### config.mk
export PLATFORM = sky130hd
export DESIGN_NAME = status_stack
export DESIGN_NICKNAME = d
export VERILOG_FILES = /design/src/rtl/status_stack.sv
export SDC_FILE = /design/constraint.sdc
export NUM_CORES = 1
export LEC_CHECK = 0
export ABC_AREA = 1
export BUFFER_PORTS_ARGS = -buffer_cell sky130_fd_sc_hd__buf_2
export CORE_AREA = 2 2 82 84
export DETAILED_ROUTE_END_ITERATION = 6
export DIE_AREA = 0 0 84 86
export PLACE_DENSITY = 0.76
export SETUP_SLACK_MARGIN = 0.5
export SLEW_MARGIN = 40
export SYNTH_ARGS = -nofsm -noshare
export SYNTH_HDL_FRONTEND = slang
export SYNTH_SLANG_ARGS = --single-unit
### constraint.sdc
create_clock -name clk -period 0.8 [get_ports clk]
set_input_delay 0 -clock clk [delete_from_list [all_inputs] [get_ports clk]]
set_output_delay 0 -clock clk [all_outputs]
set_load 0.03 [all_outputs]
### src/rtl/status_stack.sv
// status_stack: mstatus/sstatus interrupt-enable and previous-privilege stack.
// Pushes IE/privilege on traps, pops on mret/sret, and applies WARL-legalized
// CSR writes. All fields are registered and commit only when StallW is low.
module status_stack #(
    parameter int unsigned XLEN        = 64,
    parameter bit          S_SUPPORTED = 1'b1,
    parameter bit          U_SUPPORTED = 1'b1
) (
    input  logic            clk,
    input  logic            reset,
    input  logic            StallW,
    input  logic            TrapM,
    input  logic            DelegateM,
    input  logic            mretM,
    input  logic            sretM,
    input  logic [1:0]      PrivilegeModeW,
    input  logic            WriteMSTATUSM,
    input  logic            WriteSSTATUSM,
    input  logic [XLEN-1:0] CSRWriteValM,
    output logic            STATUS_MIE,
    output logic            STATUS_SIE,
    output logic            STATUS_MPIE,
    output logic            STATUS_SPIE,
    output logic [1:0]      STATUS_MPP,
    output logic            STATUS_SPP,
    output logic            STATUS_MPRV,
    output logic [XLEN-1:0] MSTATUS_REGW,
    output logic [XLEN-1:0] SSTATUS_REGW
);

    localparam int unsigned SIE_BIT  = 1;
    localparam int unsigned MIE_BIT  = 3;
    localparam int unsigned SPIE_BIT = 5;
    localparam int unsigned MPIE_BIT = 7;
    localparam int unsigned SPP_BIT  = 8;
    localparam int unsigned MPP_LO   = 11;
    localparam int unsigned MPRV_BIT = 17;

    localparam logic [1:0] PRIV_U = 2'b00;
    localparam logic [1:0] PRIV_S = 2'b01;
    localparam logic [1:0] PRIV_M = 2'b11;

    logic       mie_q,  mie_d;
    logic       sie_q,  sie_d;
    logic       mpie_q, mpie_d;
    logic       spie_q, spie_d;
    logic       spp_q,  spp_d;
    logic [1:0] mpp_q,  mpp_d;
    logic       mprv_q, mprv_d;

    logic       trap_to_s_c;
    logic [1:0] mpp_req_c;
    logic       mpp_req_ok_c;
    logic [XLEN-1:0] mstatus_c;
    logic [XLEN-1:0] sstatus_c;

    // Write-data bits that map to no implemented field.
    logic unused_wdata_c;
    assign unused_wdata_c = ^{CSRWriteValM[XLEN-1:MPRV_BIT+1],
                              CSRWriteValM[MPRV_BIT-1:MPP_LO+2],
                              CSRWriteValM[MPP_LO-1:SPP_BIT+1],
                              CSRWriteValM[6], CSRWriteValM[4],
                              CSRWriteValM[2], CSRWriteValM[0]};

    assign trap_to_s_c = S_SUPPORTED & DelegateM;
    assign mpp_req_c   = CSRWriteValM[MPP_LO+1:MPP_LO];

    // WARL check on a CSR-written MPP: reserved or unimplemented modes are dropped.
    always_comb begin
        mpp_req_ok_c = 1'b1;
        if (mpp_req_c == 2'b10)                        mpp_req_ok_c = 1'b0;
        if ((mpp_req_c == PRIV_S) && !S_SUPPORTED)     mpp_req_ok_c = 1'b0;
        if ((mpp_req_c == PRIV_U) && !U_SUPPORTED)     mpp_req_ok_c = 1'b0;
    end

    // Next-state: one prioritized event per unstalled cycle, then WARL constants.
    always_comb begin
        mie_d  = mie_q;
        sie_d  = sie_q;
        mpie_d = mpie_q;
        spie_d = spie_q;
        spp_d  = spp_q;
        mpp_d  = mpp_q;
        mprv_d = mprv_q;
        if (!StallW) begin
            if (TrapM) begin
                if (trap_to_s_c) begin
                    spie_d = sie_q;
                    sie_d  = 1'b0;
                    spp_d  = PrivilegeModeW[0];
                end else begin
                    mpie_d = mie_q;
                    mie_d  = 1'b0;
                    mpp_d  = PrivilegeModeW;
                end
            end else if (mretM) begin
                mie_d  = mpie_q;
                mpie_d = 1'b1;
                mpp_d  = U_SUPPORTED ? PRIV_U : PRIV_M;
                if (mpp_q != PRIV_M) mprv_d = 1'b0;
            end else if (sretM && S_SUPPORTED) begin
                sie_d  = spie_q;
                spie_d = 1'b1;
                spp_d  = 1'b0;
                mprv_d = 1'b0;
            end else if (WriteMSTATUSM) begin
                mie_d  = CSRWriteValM[MIE_BIT];
                sie_d  = CSRWriteValM[SIE_BIT];
                mpie_d = CSRWriteValM[MPIE_BIT];
                spie_d = CSRWriteValM[SPIE_BIT];
                spp_d  = CSRWriteValM[SPP_BIT];
                mprv_d = CSRWriteValM[MPRV_BIT];
                if (mpp_req_ok_c) mpp_d = mpp_req_c;
            end else if (WriteSSTATUSM) begin
                sie_d  = CSRWriteValM[SIE_BIT];
                spie_d = CSRWriteValM[SPIE_BIT];
                spp_d  = CSRWriteValM[SPP_BIT];
            end
        end
        if (!S_SUPPORTED) begin
            sie_d  = 1'b0;
            spie_d = 1'b0;
            spp_d  = 1'b0;
        end
        if (!U_SUPPORTED) begin
            mprv_d = 1'b0;
            mpp_d  = PRIV_M;
        end
    end

    // Field registers with synchronous reset.
    always_ff @(posedge clk) begin
        if (reset) begin
            mie_q  <= 1'b0;
            sie_q  <= 1'b0;
            mpie_q <= 1'b0;
            spie_q <= 1'b0;
            spp_q  <= 1'b0;
            mpp_q  <= PRIV_M;
            mprv_q <= 1'b0;
        end else begin
            mie_q  <= mie_d;
            sie_q  <= sie_d;
            mpie_q <= mpie_d;
            spie_q <= spie_d;
            spp_q  <= spp_d;
            mpp_q  <= mpp_d;
            mprv_q <= mprv_d;
        end
    end

    // Readback images built from the registered fields.
    always_comb begin
        mstatus_c                     = '0;
        mstatus_c[SIE_BIT]            = sie_q;
        mstatus_c[MIE_BIT]            = mie_q;
        mstatus_c[SPIE_BIT]           = spie_q;
        mstatus_c[MPIE_BIT]           = mpie_q;
        mstatus_c[SPP_BIT]            = spp_q;
        mstatus_c[MPP_LO+1:MPP_LO]    = mpp_q;
        mstatus_c[MPRV_BIT]           = mprv_q;
        sstatus_c                     = '0;
        sstatus_c[SIE_BIT]            = sie_q;
        sstatus_c[SPIE_BIT]           = spie_q;
        sstatus_c[SPP_BIT]            = spp_q;
    end

    assign STATUS_MIE   = mie_q;
    assign STATUS_SIE   = sie_q;
    assign STATUS_MPIE  = mpie_q;
    assign STATUS_SPIE  = spie_q;
    assign STATUS_MPP   = mpp_q;
    assign STATUS_SPP   = spp_q;
    assign STATUS_MPRV  = mprv_q;
    assign MSTATUS_REGW = mstatus_c;
    assign SSTATUS_REGW = sstatus_c;

endmodule

### Word-level counts from Yosys, hierarchy flattened

Cells that the tools add are included.
Widths: inputs -> output; s select.

| cells by class | value |
|---|---|
| add/subtract/negate cells | 0 |
| multipliers | 0 |
| div/mod/pow operators | 0 |
| $lt $le $gt $ge | 0 |
| eq/ne operators | 8 |
| shift-type cells | 0 |
| muxes and demuxes | 38 |
| bitwise operators | 2 |
| reductions and logical operators | 7 |

Operators with widths:

| cell | number |
|---|---|
| $mux 1 | 32 |
| $mux 2 | 6 |
| $reduce_and 4->1 | 3 |
| $ne 2x2->1 const B | 3 |
| $ne 3x3->1 const B | 2 |
| $reduce_bool 3->1 | 2 |
| $reduce_and 5->1 | 1 |
| $ne 2x1->1 const B | 2 |
| $reduce_bool 4->1 | 1 |
| $eq 2x2->1 const B | 1 |
| $not 1->1 | 2 |

| word-level totals | value |
|---|---|
| register bits after elaboration | 8 |
| bits in latches | 0 |
| bits in writable memories | 0 |
| ROM bits | 0 |
| input bits | 75 |
| output and inout port bits | 136 |
| logic and storage cells | 62 |
| memories kept | 0 |

### Logic depth before layout (Yosys ltp)

| depth | value |
|---|---|
| depth in word-level cells | 6 |
| depth in mapped cells | 9 |
| depth with buffers taken out | 8 |

### Worst setup path before layout

Ideal clock, no wire load.

| timing | value |
|---|---|
| path kind | register to register |
| start point | reg mpp_q[1], in the netlist STATUS_MPP[1] |
| end point | reg mprv_q, in the netlist STATUS_MPRV |
| setup time | 0.109 ns |
| data arrival time | 0.881 ns |
| slack | -0.191 ns |
| stages on the path, launching flop included | 6 |
| period minus slack after synthesis | 0.991 ns |
| cells stage by stage | dfxtp_1 nand3_1 nand3_1 nand2_1 nand2_1 nor2_1 |

| on the way | value |
|---|---|
| longest elaborated chain between the ends | 3 |

RTL lines:

| item | RTL line | text |
|---|---|---|
| from (decl) | 48 | `logic [1:0] mpp_q, mpp_d;` |
| from (signal assigned) | 147 | `mpp_q <= mpp_d;` |
| $ne 2x2->1 | 100 | `if (mpp_q != PRIV_M) mprv_d = 1'b0;` |
| $ne 2x1->1 (no source line) | -- |  |
| $reduce_and 4->1 (no source line) | -- |  |
| to (signal assigned) | 148 | `mprv_q <= mprv_d;` |
| to (decl) | 49 | `logic mprv_q, mprv_d;` |

Every way passes these cells.
A chain may end at the register's enable or synchronous reset.

### Final worst setup path

| timing | value |
|---|---|
| start point | reg mpp_q[0], in the netlist STATUS_MPP[0] |
| end point | out STATUS_MPP[0] |

RTL lines:

| item | RTL line | text |
|---|---|---|
| to (decl) | 24 | `output logic [1:0] STATUS_MPP,` |

No word-level cell between the ends.

==> metrics.yaml <==
clocking:
  cts_buffers: 3
  ctsLongestPathBuffers: 2
  path_clk_slew_ns: 0.04
  cts_tree: "built"
  clkLatencyLatePin_ns: 0.23
  clockRootBuffer: "clkbuf_8"
  numClockSinks: 8
  h-tree-depth: 1
power_and_ir_drop:
  p_leak_nw: 0.939
  max-vdd-ir-drop_mv: 0.596
  power_density_nw_per_um2: 1480
  power_w: 0.00238
logic_synthesis:
  synth-simple-area-share_pct: 18.7
  synth_top_family_by_area: "buffers and inverters"
  yosys_register_bits: 8
  synth_compound_area_share_pct: 2.64
  synth_cell_type_count: 19
  synthAdderAreaFrac_pct: 0
  synth_xor_area_share_pct: 0
  muxShareOfSynthArea_pct: 0
  syn_avg_cell_area_um2: 7.03
  yosys_warnings: 0
  ys_seq_area_share_pct: 10.6
  synth_area_um2: 1520
  synthCells: 216
flow_run:
  maxCapViolCount: 0
routing:
  first_pass_iters: 2
  vias: 1051
  routedWlPerCell_um: 8.07
  final_antenna_net_count: 0
  drt_wl_total_um: 2670
  viasPerCell: 3.18
  drc: 0
  drt_iter0_drc: 9
final_layout:
  antenna_cells: 0
  num-nets-final: 331
  syn2layout_area_growth_pct: 5.61
  drive_gt1_share_pct: 37.0
  final_area_um2: 1600
timing:
  skew_ns: 0.00461
  fin_ws_ns: -0.0280
  finalCritPeriodShare_pct: 103
  post-route-min-period_ns: 0.828
  maxSlewViolCount: 0
  rsz0062_at_grt: "yes"
  hold_violations: 2
  setup_viol: 4
  max_clock_freq_mhz: 1210
  hold_slack_ns: -0.0394
place:
  post_dp_cell_area_um2: 1380
  dp_hpwl_um: 2290
  place_congestion: 0.939
  portBuffers: 37
  pre_cts_ws_ns: -0.0412
setup_path:
  end_kind: "primary output"
  criticalPathCategory: "reg -> out"
  required_ns: 0.80
  path_max_fanout: 3
  critPathArrivalTime_ns: 0.83
  crit_path_start_kind: "register"
floorplan:
  die_h_um: 86
  start_util_pct: 24.2
  die_w_um: 84
  rows: 29
  design.portCount: 211
  coreArea_um2: 6280
  die_area_um2: 7220
outcome:
  status: "complete, but fails checks"
  failed_checks: "negative hold slack, negative setup slack"
global_route:
  grt_pass1_wl_um: 3720
  grtUsageTotal_pct: 6.43
  grt_pass1_vias: 787
  grt_max_degree: 7
  antenna_found_initial: 0
  overflow: 0
min_path:
  hold_class: "in -> reg"
==> path summary, 6_finish.rpt <==
| kind | startpoint | endpoint | slack (ns) | depth (start not counted) |
|---|---|---|---|---|
| setup / recovery | STATUS_MPP[0] | STATUS_MPP[0] | -0.03 | 2 |
| hold / removal | reset | STATUS_MPIE | -0.04 | 2 |
| hold reg to reg | STATUS_MPRV | STATUS_MPRV | 0.56 | 4 |
| setup reg to reg | STATUS_MIE | STATUS_MPIE | 0.02 | 6 |
==> power by group <==
part / internal [W] / switching, W
clock network: 0.000327 / 0.000172
registers: 0.000430 / 0.0000462
logic: 0.000298 / 0.00110
total: 0.00105 / 0.00132
==> layout by cell type (no fill, tap or decap) <==
cell type  synthesis  layout
a21oi_1            2       1
a21oi_2            0       1
buf_2              0      18
buf_4            128       8
buf_6              1      22
clkbuf_8           0       3
clkinv_4           1       1
conb_1             1     117
dfxtp_4            0       8
inv_1             11       6
inv_2              2       6
inv_4              0       1
nand2_1           25      19
nand2_2            4      10
nand2_4            2       2
nand3_1            9       4
nand3_2            0       5
nand3_4            1       1
nand3b_1           1       1
nand4_1            1       1
nor2_1             8       7
nor2_2             4       5
nor2_4             1       1
o21ai_0            6       3
o21ai_1            0       1
o21ai_2            0       2
==> flip-flops by register name, indices dropped and copies added, names as in the netlist <==
signal,flops
STATUS_MIE,1
STATUS_MPRV,1
STATUS_MPP,2
STATUS_SPP,1
STATUS_MPIE,1
STATUS_SIE,1
STATUS_SPIE,1
==> metrics by stage <==
stage	std cells	utilization, %	hold slack (ns)	setup TNS (ns)
finish	331	25.5	-0.0394	-0.105
global route	331	25.5	-0.0393	-0.269
CTS	331	25.1	-0.0409	-0.109
detailed placement	327	21.9	0.199	-0.122
global placement	327	21.9	0.194	-0.0149
floorplan	332	-	0.0576	0
==> per-layer routing <==
layer / track usage, % / up-vias / wire length [µm]
met1: 6.67 / 466 / 842
met2: 12.5 / 91 / 1440
li1: - / 489 / -
met3: 1.64 / 5 / 347
met4: 2.20 / 0 / 35
met5: 0 / - / 0
==> critical path, cell delays in order, from the launching register on <==
cell and delay, ns:
dfxtp_4 0.34, buf_6 0.12, buf_6 0.13
==> cells by family (layout without fill, tap and decap cells) <==
| group | after synthesis | count (layout) |
|---|---|---|
| other | 1 | 117 |
| DFF | 8 | 8 |
| buffers and inverters | 143 | 65 |
| AOI/OAI and AO/OA | 8 | 8 |
| and+or+nand+nor | 56 | 56 |
==> cell type report <==
type,instances,area (µm²)
multi-input cells,181,817
inverters,14,60.1
fillers,673,4670
clock buffers,3,41.3
well taps,77,96.3
flip-flops and latches,8,190
repair buffers,48,398
==> synth_stat cells <==
cell type  number  area share, %
a21oi_1         2           0.66
buf_4         128             63
buf_6           1           0.74
clkinv_4        1           0.58
conb_1          1           0.25
dfxtp_1         8             11
inv_1          11            2.7
inv_2           2           0.49
nand2_1        25            6.2
nand2_2         4            1.6
nand2_4         2            1.5
nand3_1         9            3.0
nand3_4         1            1.2
nand3b_1        1           0.49
nand4_1         1           0.41
nor2_1          8            2.0
nor2_2          4            1.6
nor2_4          1           0.74
o21ai_0         6            2.0
==> repair_timing <==
item | CTS | global route
gates resized for setup | 45 | 10
buffers inserted | 1 | 0
pin swaps | 6 | 2
setup endpoints to repair | 27 | 27
endpoints found under the hold margin | 2 | 2
Note: power is estimated with default switching activity, not from simulation.
